## config.mk

```make
export PLATFORM = sky130hd
export DESIGN_NAME = fall_detect_core
export DESIGN_NICKNAME = d
export VERILOG_FILES = /design/src/rtl/fall_detect_core.sv
export SDC_FILE = /design/constraint.sdc
export NUM_CORES = 2
export LEC_CHECK = 0
export BUFFER_PORTS_ARGS = -buffer_cell sky130_fd_sc_hd__buf_2
export CORE_AREA = 2 2 300 243
export CTS_CLUSTER_SIZE = 12
export DETAILED_ROUTE_END_ITERATION = 12
export DIE_AREA = 0 0 302 245
export PLACE_DENSITY = 0.72
export SYNTH_ARGS = -nofsm -noshare
export SYNTH_HDL_FRONTEND = slang
export SYNTH_SLANG_ARGS = --single-unit
```

## constraint.sdc

```tcl
create_clock -name clk -period 4.71 [get_ports clk]
set_clock_uncertainty 0.1 [all_clocks]
set_input_delay 0.942 -clock clk [delete_from_list [all_inputs] [get_ports clk]]
set_output_delay 0.942 -clock clk [all_outputs]
set_load 0.05 [all_outputs]
```

## src/rtl/fall_detect_core.sv

```systemverilog
// Fall detector: decimated 3-axis samples -> squared SVM (2-stage pipe) -> free-fall/impact/alarm FSM.
// svm_valid 2 cycles after the tick cycle, state/alarm 3 cycles after; free-running, no backpressure.
module fall_detect_core #(
  parameter int DW          = 16,
  parameter int SAMPLE_DIV  = 524288,
  parameter int IMPACT_WIN  = 8,
  parameter int CONFIRM_N   = 2,
  parameter int HOLD_CYCLES = 100000000
) (
  input  logic                 clk,
  input  logic                 reset,
  input  logic                 enable,
  input  logic                 clear,
  input  logic signed [DW-1:0] ax,
  input  logic signed [DW-1:0] ay,
  input  logic signed [DW-1:0] az,
  input  logic signed [DW-1:0] t_lowg,
  input  logic [2*DW-1:0]      t_svm,
  output logic                 alarm,
  output logic [2:0]           state_o,
  output logic [2*DW-1:0]      svm_o,
  output logic                 svm_valid,
  output logic [7:0]           fall_count
);

  localparam int TW = $clog2(SAMPLE_DIV);
  localparam int WW = $clog2(IMPACT_WIN + 1);
  localparam int CW = $clog2(CONFIRM_N + 1);
  localparam int HW = $clog2(HOLD_CYCLES + 1);

  typedef enum logic [2:0] {
    S_IDLE  = 3'd0,
    S_ARMED = 3'd1,
    S_ALARM = 3'd2
  } state_t;

  state_t                 state;
  logic [TW-1:0]          tick_cnt;
  logic                   tick;
  logic signed [2*DW-1:0] ax_e, ay_e, az_e;
  logic [2*DW-1:0]        sq_x, sq_y, sq_z;
  logic signed [DW-1:0]   az_d, az_s;
  logic                   sq_vld;
  logic [WW-1:0]          win_cnt;
  logic [CW-1:0]          hit_cnt;
  logic [HW-1:0]          hold_cnt;
  logic                   hit;
  logic                   freefall;

  assign tick    = enable && (tick_cnt == TW'(SAMPLE_DIV - 1));
  assign state_o = state;

  always_ff @(posedge clk or negedge reset) begin
    if (!reset) begin
      tick_cnt <= '0;
    end else if (!enable || tick) begin
      tick_cnt <= '0;
    end else begin
      tick_cnt <= tick_cnt + 1'b1;
    end
  end

  assign ax_e = {{DW{ax[DW-1]}}, ax};
  assign ay_e = {{DW{ay[DW-1]}}, ay};
  assign az_e = {{DW{az[DW-1]}}, az};

  // Squares fit in 2*DW bits even for the most negative input, so the sum cannot wrap.
  always_ff @(posedge clk or negedge reset) begin
    if (!reset) begin
      sq_x      <= '0;
      sq_y      <= '0;
      sq_z      <= '0;
      az_d      <= '0;
      az_s      <= '0;
      sq_vld    <= 1'b0;
      svm_o     <= '0;
      svm_valid <= 1'b0;
    end else begin
      sq_vld    <= tick;
      svm_valid <= enable && sq_vld;
      if (tick) begin
        sq_x <= $unsigned(ax_e * ax_e);
        sq_y <= $unsigned(ay_e * ay_e);
        sq_z <= $unsigned(az_e * az_e);
        az_d <= az;
      end
      if (sq_vld) begin
        svm_o <= sq_x + sq_y + sq_z;
        az_s  <= az_d;
      end
    end
  end

  assign hit      = svm_o > t_svm;
  assign freefall = !az_s[DW-1] && (az_s != '0) && (az_s < t_lowg);

  always_ff @(posedge clk or negedge reset) begin
    if (!reset) begin
      state      <= S_IDLE;
      win_cnt    <= '0;
      hit_cnt    <= '0;
      hold_cnt   <= '0;
      alarm      <= 1'b0;
      fall_count <= '0;
    end else if (!enable) begin
      state    <= S_IDLE;
      win_cnt  <= '0;
      hit_cnt  <= '0;
      hold_cnt <= '0;
      alarm    <= 1'b0;
    end else begin
      case (state)
        S_IDLE: begin
          if (svm_valid && freefall) begin
            state   <= S_ARMED;
            win_cnt <= WW'(IMPACT_WIN);
            hit_cnt <= '0;
          end
        end
        S_ARMED: begin
          if (svm_valid) begin
            // Confirmation is tested before the window timeout so the last window sample can still alarm.
            if (hit && (hit_cnt == CW'(CONFIRM_N - 1))) begin
              state    <= S_ALARM;
              alarm    <= 1'b1;
              hold_cnt <= '0;
              hit_cnt  <= '0;
              if (fall_count != 8'hFF) begin
                fall_count <= fall_count + 1'b1;
              end
            end else begin
              hit_cnt <= hit ? hit_cnt + 1'b1 : '0;
              win_cnt <= win_cnt - 1'b1;
              if (win_cnt == WW'(1)) begin
                state <= S_IDLE;
              end
            end
          end
        end
        S_ALARM: begin
          if (clear || (hold_cnt == HW'(HOLD_CYCLES - 1))) begin
            state    <= S_IDLE;
            alarm    <= 1'b0;
            hold_cnt <= '0;
          end else begin
            hold_cnt <= hold_cnt + 1'b1;
          end
        end
        default: begin
          state <= S_IDLE;
          alarm <= 1'b0;
        end
      endcase
    end
  end

endmodule
```

## Word-level counts from Yosys, hierarchy flattened

Index checks and enable logic that the tools add are counted.

| operators by class | value |
|---|---|
| $add $sub $neg | 7 |
| multipliers | 3 |
| order comparisons | 2 |
| equality and inequality tests | 16 |
| multiplexer cells | 29 |
| reductions and logical operators | 18 |

Operators by type and width:

| cell | number |
|---|---|
| 2-to-1 mux 27 bit | 4 |
| multiplier 16 x 16 -> 32 bit | 3 |
| adder 32 bit | 2 |
| case mux 27 bit (2 select lines) | 1 |
| greater-than comparator 32 bit | 1 |
| adder 27 x 1 -> 27 bit, second input constant | 1 |
| == test 27 bit, second input constant | 1 |
| adder 19 x 1 -> 19 bit, second input constant | 1 |
| == test 19 bit, second input constant | 1 |
| 2-to-1 mux 19 bit | 1 |
| 2-to-1 mux 3 bit | 6 |
| less-than comparator 16 bit | 1 |
| 2-to-1 mux 4 bit | 4 |
| nonzero test 16 bit | 1 |
| != test 3 bit, second input constant | 5 |
| AND reduction 4 bit | 3 |
| 2-to-1 mux 2 bit | 5 |
| case mux 3 bit (3 select lines) | 1 |
| adder 8 x 1 -> 8 bit, second input constant | 1 |
| != test 8 bit, second input constant | 1 |
| case mux 4 bit (2 select lines) | 1 |
| logical AND 1 bit | 6 |
| != test 3 x 1 -> 1 bit, second input constant | 2 |
| AND reduction 3 bit | 2 |
| other kinds (15) | 20 |

| word-level totals | value |
|---|---|
| register bits after elaboration | 226 |
| output and inout port bits | 45 |
| logic and storage cells | 90 |

## Longest topological paths before layout

| logic depth | value |
|---|---|
| depth after elaboration | 7 |
| mapped depth | 26 |
| mapped depth without buffers | 25 |

## Worst setup path before layout

Ideal clock, no wire load.

| path | value |
|---|---|
| path type | in2reg |
| start | in az[6] |
| end | reg sq_z[31] |
| library setup time | 133 ps |
| arrival | 6641 ps |
| data required time | 4477 ps |
| setup slack | -2164 ps |
| cell stages on the path | 23 |
| buffers on the path | 2 |
| cells stage by stage | clkbuf_1 clkbuf_1 nand2_1 fa_1 inv_1 fa_1 fa_1 fa_1 fa_1 inv_1 fa_1 inv_1 ha_1 and3_1 and3_1 a31oi_1 o21ai_0 nor3_1 a2111oi_1 a311oi_1 o21bai_1 xnor2_1 o21ai_0 |

| on the way | value |
|---|---|
| word-level cells in the longest chain between the ends | 1 |

Ends and longest elaborated chain:

| element | line | text |
|---|---|---|
| start: declaration | 16 | `input logic signed [DW-1:0] az,` |
| multiplier 16 x 16 -> 32 bit | 84 | `sq_z <= $unsigned(az_e * az_e);` |
| end signal: assignment | 84 |  |
| end: declaration | 41 | `logic [2*DW-1:0] sq_x, sq_y, sq_z;` |

No other way between the ends.
A chain may end at the register's enable or synchronous reset.

## Worst setup path in the final report

| path | value |
|---|---|
| start | in ax[7] |
| end | reg sq_x[31] |

| on the way | value |
|---|---|
| word-level cells in the longest chain between the ends | 1 |

Ends and longest elaborated chain:

| element | line | text |
|---|---|---|
| start: declaration | 14 | `input logic signed [DW-1:0] ax,` |
| multiplier 16 x 16 -> 32 bit | 82 | `sq_x <= $unsigned(ax_e * ax_e);` |
| end signal: assignment | 82 |  |
| end: declaration | 41 |  |

No other way between the ends.

==> impl_results.md <==
* Category of the most critical setup path: in -> reg
* Critical R2R Launch: sq_x[5]$_DFFE_PN0P_
* Largest net degree at the start of global routing at 195
* Io pins at approximately 150
* TritonCTS clock tree: built
* Final design area excluding fillers at 49960 µm²
* FP Rows at 88
* R2r setup slk at 0.90 ns
* Worst hold-check path type: in -> async
* Clock buffers created by TritonCTS at 23
* Antenna violations before repair at 0
* Fmax at approximately 160 MHz
* Crit path largest cell delay at roughly 0.60 ns
* Worst R2R End: svm_o[29]$_DFFE_PN0P_
* Slew headroom at a little under half
* Clock latency on the worst-skew pair at roughly 0.56 ns
* Top fanout value on the critical path at 5
* Core area at 71240 µm²
* Main flop type after synthesis: sky130_fd_sc_hd__dfrtp_1
* Total number of nets in the final design at between 6000 and 7000
* Number of diodes added for antenna fixing at 0
* Cells along the critical path: buf_12 > clkinvlp_4 > nor2_1 > fa_1 > fa_1 > fa_1 > fa_2 > fa_1 > inv_1 > fa_1 > inv_1 > ha_1 > a21oi_2 > nor2b_2 > o21ai_2 > nand3_2 > a21oi_4 > or4_1 > a31oi_2 > xnor2_1 > o21ai_1
* Placement-stage cell area at between 40000 and 50000 µm²
* Standard cell with the maximum stage delay on the critical path: sky130_fd_sc_hd__fa_1
* Number of different library cells in the post-synthesis netlist at 73
* Number of failing setup endpoints in the final timing report at 70
* Count of nets left with antenna violations after detail routing at 0
* Ys async rst share at 100.0%
* Max-cap violations at 0
* Average cell area after synthesis at a little over 9 µm²
* Final hold viol count at 0
* Ranking of synthesized cells by area: sky130_fd_sc_hd__fa_1 (38%), sky130_fd_sc_hd__dfrtp_1 (14%), sky130_fd_sc_hd__ha_1 (12%)
* Number of global-route vias before repair at 33050
* Synthesized netlist cell count at ~4100
* Count of routing violations after the opening detailed-route iteration at around 1900
* Most frequent cell after synthesis: sky130_fd_sc_hd__inv_1
* Die Width at between 300 and 400 µm
* Post-DR wirelength/cell at 17.13 µm
* Floorplan die height at 245 µm
* Reg clk slew, reported paths at around 0.060 ns
* Final Max Slew Viols at 0
* DR DRC count at 0
* RSZ-0062 raised after global routing: true
* Sink Count at between 200 and 250
* Clock H-tree levels at 1
* Initial core utilization at 54.27%
* CP most frequent cell: sky130_fd_sc_hd__fa_1
* Buffers from clock root to sink, at most at 3
* Final setup TNS at -70.59 ns
* Port Buffer Count at 143
* Cells on worst reg2reg path at 12
* EDFF count, synth at 0
* Portion of synthesized cell area occupied by the leading cell type at between 30% and 40%
* Root cell of the clock tree: sky130_fd_sc_hd__clkbuf_16
* Status: finished with violations
* Endpoint arrival time on the critical path at roughly 6.6 ns
* Fraction of layout instances using a drive strength above 1 at around 30%
* Top post-synthesis cells by count: sky130_fd_sc_hd__inv_1 (1019), sky130_fd_sc_hd__fa_1 (731), sky130_fd_sc_hd__nand2_1 (425)
* Detailed-route via count at a little over 30000
* Worst Max-Slew Pin Slew at about 0.8 ns
* Dpl ws at -2.139 ns
* Endpoint class of the critical path: flip-flop
* Violations in the final reports: negative setup slack
* Total routed wirelength at between 100000 and 150000 µm
* Synth warnings at 0
* Remaining global-route overflow at 0
* Sum of net half-perimeters after detailed placement at slightly above 80000 µm
* Total Routing Usage GR at 27.64%
* First-pass GRT wire length at between 150000 and 200000 µm
* Worst setup slack after layout at -1.577 ns
* Required time reported for the critical path endpoint at about 5 ns
* Fraction of the yosys area taken by sequential cells at ~14%
* Synth Register Bits at 221
* Time the worst path needs with I/O delays and setup at 6.287 ns
* Synthesized area at just under 40000 µm²
* GPL Wtd Cong at 0.9497
* Yosys top cell by area: sky130_fd_sc_hd__fa_1
* Die Outline Area at approximately 74000 µm²
* Startpoint type of the worst setup path: input pin
* Average vias per placed instance at 5.221
* P&R area growth vs syn at 29.24%
* First-pass iteration count of the detailed router at 6
* Share of the clock period used by the worst path after layout at 133.5%
## per-layer routing
layer / up-vias / GRT usage, % / routed length [µm]
met3: 151 / 4.629 / 6508
met5: - / 0 / 0
met4: 0 / 6.334 / 2976
met1: 15510 / 38.69 / 43250
met2: 812 / 45.26 / 48120
li1: 14270 / - / -
## kinds of logic (layout without fill, tap and decap cells)
| kind of cell | after synthesis | count (layout) | synth area share, % |
|---|---|---|---|
| buffers and inverters | 1132 | 1931 | 11.01 |
| adder cells (fa/ha/maj) | 1090 | 1090 | 49.47 |
| AND/OR/NAND/NOR | 944 | 944 | 11.18 |
| AO/OA/AOI/OAI | 521 | 521 | 8.450 |
| flip-flops | 221 | 221 | 14.31 |
| XOR/XNOR | 187 | 187 | 4.237 |
| multiplexers | 46 | 46 | 1.333 |
| other | 1 | 4 | 0.009700 |
## cell usage in the layout (no fill, tap or decap), types with 61 or more instances in the layout
| cell type | synthesis | routed |
|---|---|---|
| sky130_fd_sc_hd__ha_1 | 359 | 293 |
| sky130_fd_sc_hd__dfrtp_1 | 221 | 220 |
| sky130_fd_sc_hd__o21ai_1 | 6 | 61 |
| sky130_fd_sc_hd__inv_1 | 1019 | 931 |
| sky130_fd_sc_hd__buf_4 | 1 | 629 |
| sky130_fd_sc_hd__xnor2_1 | 123 | 98 |
| sky130_fd_sc_hd__buf_2 | 3 | 100 |
| sky130_fd_sc_hd__fa_1 | 731 | 682 |
| sky130_fd_sc_hd__buf_6 | 0 | 82 |
| sky130_fd_sc_hd__and2_1 | 106 | 68 |
| sky130_fd_sc_hd__inv_2 | 1 | 78 |
| sky130_fd_sc_hd__a21oi_1 | 101 | 63 |
| sky130_fd_sc_hd__o21ai_0 | 190 | 109 |
| sky130_fd_sc_hd__nor2_1 | 181 | 151 |
| sky130_fd_sc_hd__nand2_1 | 425 | 370 |
## critical path, delay by kind of cell
family	cells	cell delay [ns]
buffers and inverters	4	0.39
AND/OR/NAND/NOR	4	1.07
adder cells (fa/ha/maj)	7	3.37
AO/OA/AOI/OAI	5	0.66
XOR/XNOR	1	0.14
## cell type report
class                           instances  area [µm²]
Multi-Input combinational cell       2792       31440
Fill cell                            4936       21270
Timing Repair Buffer                  872        7259
Sequential cell                       221        5532
Inverter                             1025        3902
Tap cell                              945        1182
Clock buffer                           30       611.8
Clock inverter                          4       37.54
## worst max-delay path by stage
stage | from | to
floorplan | az[10] | sq_z[31]$_DFFE_PN0P_
global placement | az[3] | sq_z[31]$_DFFE_PN0P_
detailed placement | az[3] | sq_z[31]$_DFFE_PN0P_
CTS | ax[2] | sq_x[31]$_DFFE_PN0P_
global route | ax[7] | sq_x[31]$_DFFE_PN0P_
finish | ax[7] | sq_x[31]$_DFFE_PN0P_
## through the flow
step / hold slack, ns / utilization [%] / cells
5_1_grt: 0.2672 / 70.14 / 5889
6_report: 0.2278 / 70.14 / 5889
3_3_place_gp: 0.3544 / 64.76 / 5752
3_5_place_dp: 0.3588 / 64.76 / 5752
4_1_cts: 0.2467 / 68.70 / 5864
2_1_floorplan: 0.3375 / - / 4145
## state kept, by name, indices dropped and copies added (netlist names), 2 cells and up
register,count
svm_o,32
sq_x,31
sq_y,31
sq_z,31
hold_cnt,27
tick_cnt,19
az_s,16
az_d,15
fall_count,8
win_cnt,4
hit_cnt,2
state_o,2
## timing repair
item	CTS	global route
hold buffers	0	0
buffers inserted	91	39
pin swaps	227	185
resized for setup	395	213
setup endpoints to repair	73	74
Power is not shown: default switching activity piles up to over one toggle a cycle in this logic, so the estimate is an artifact.
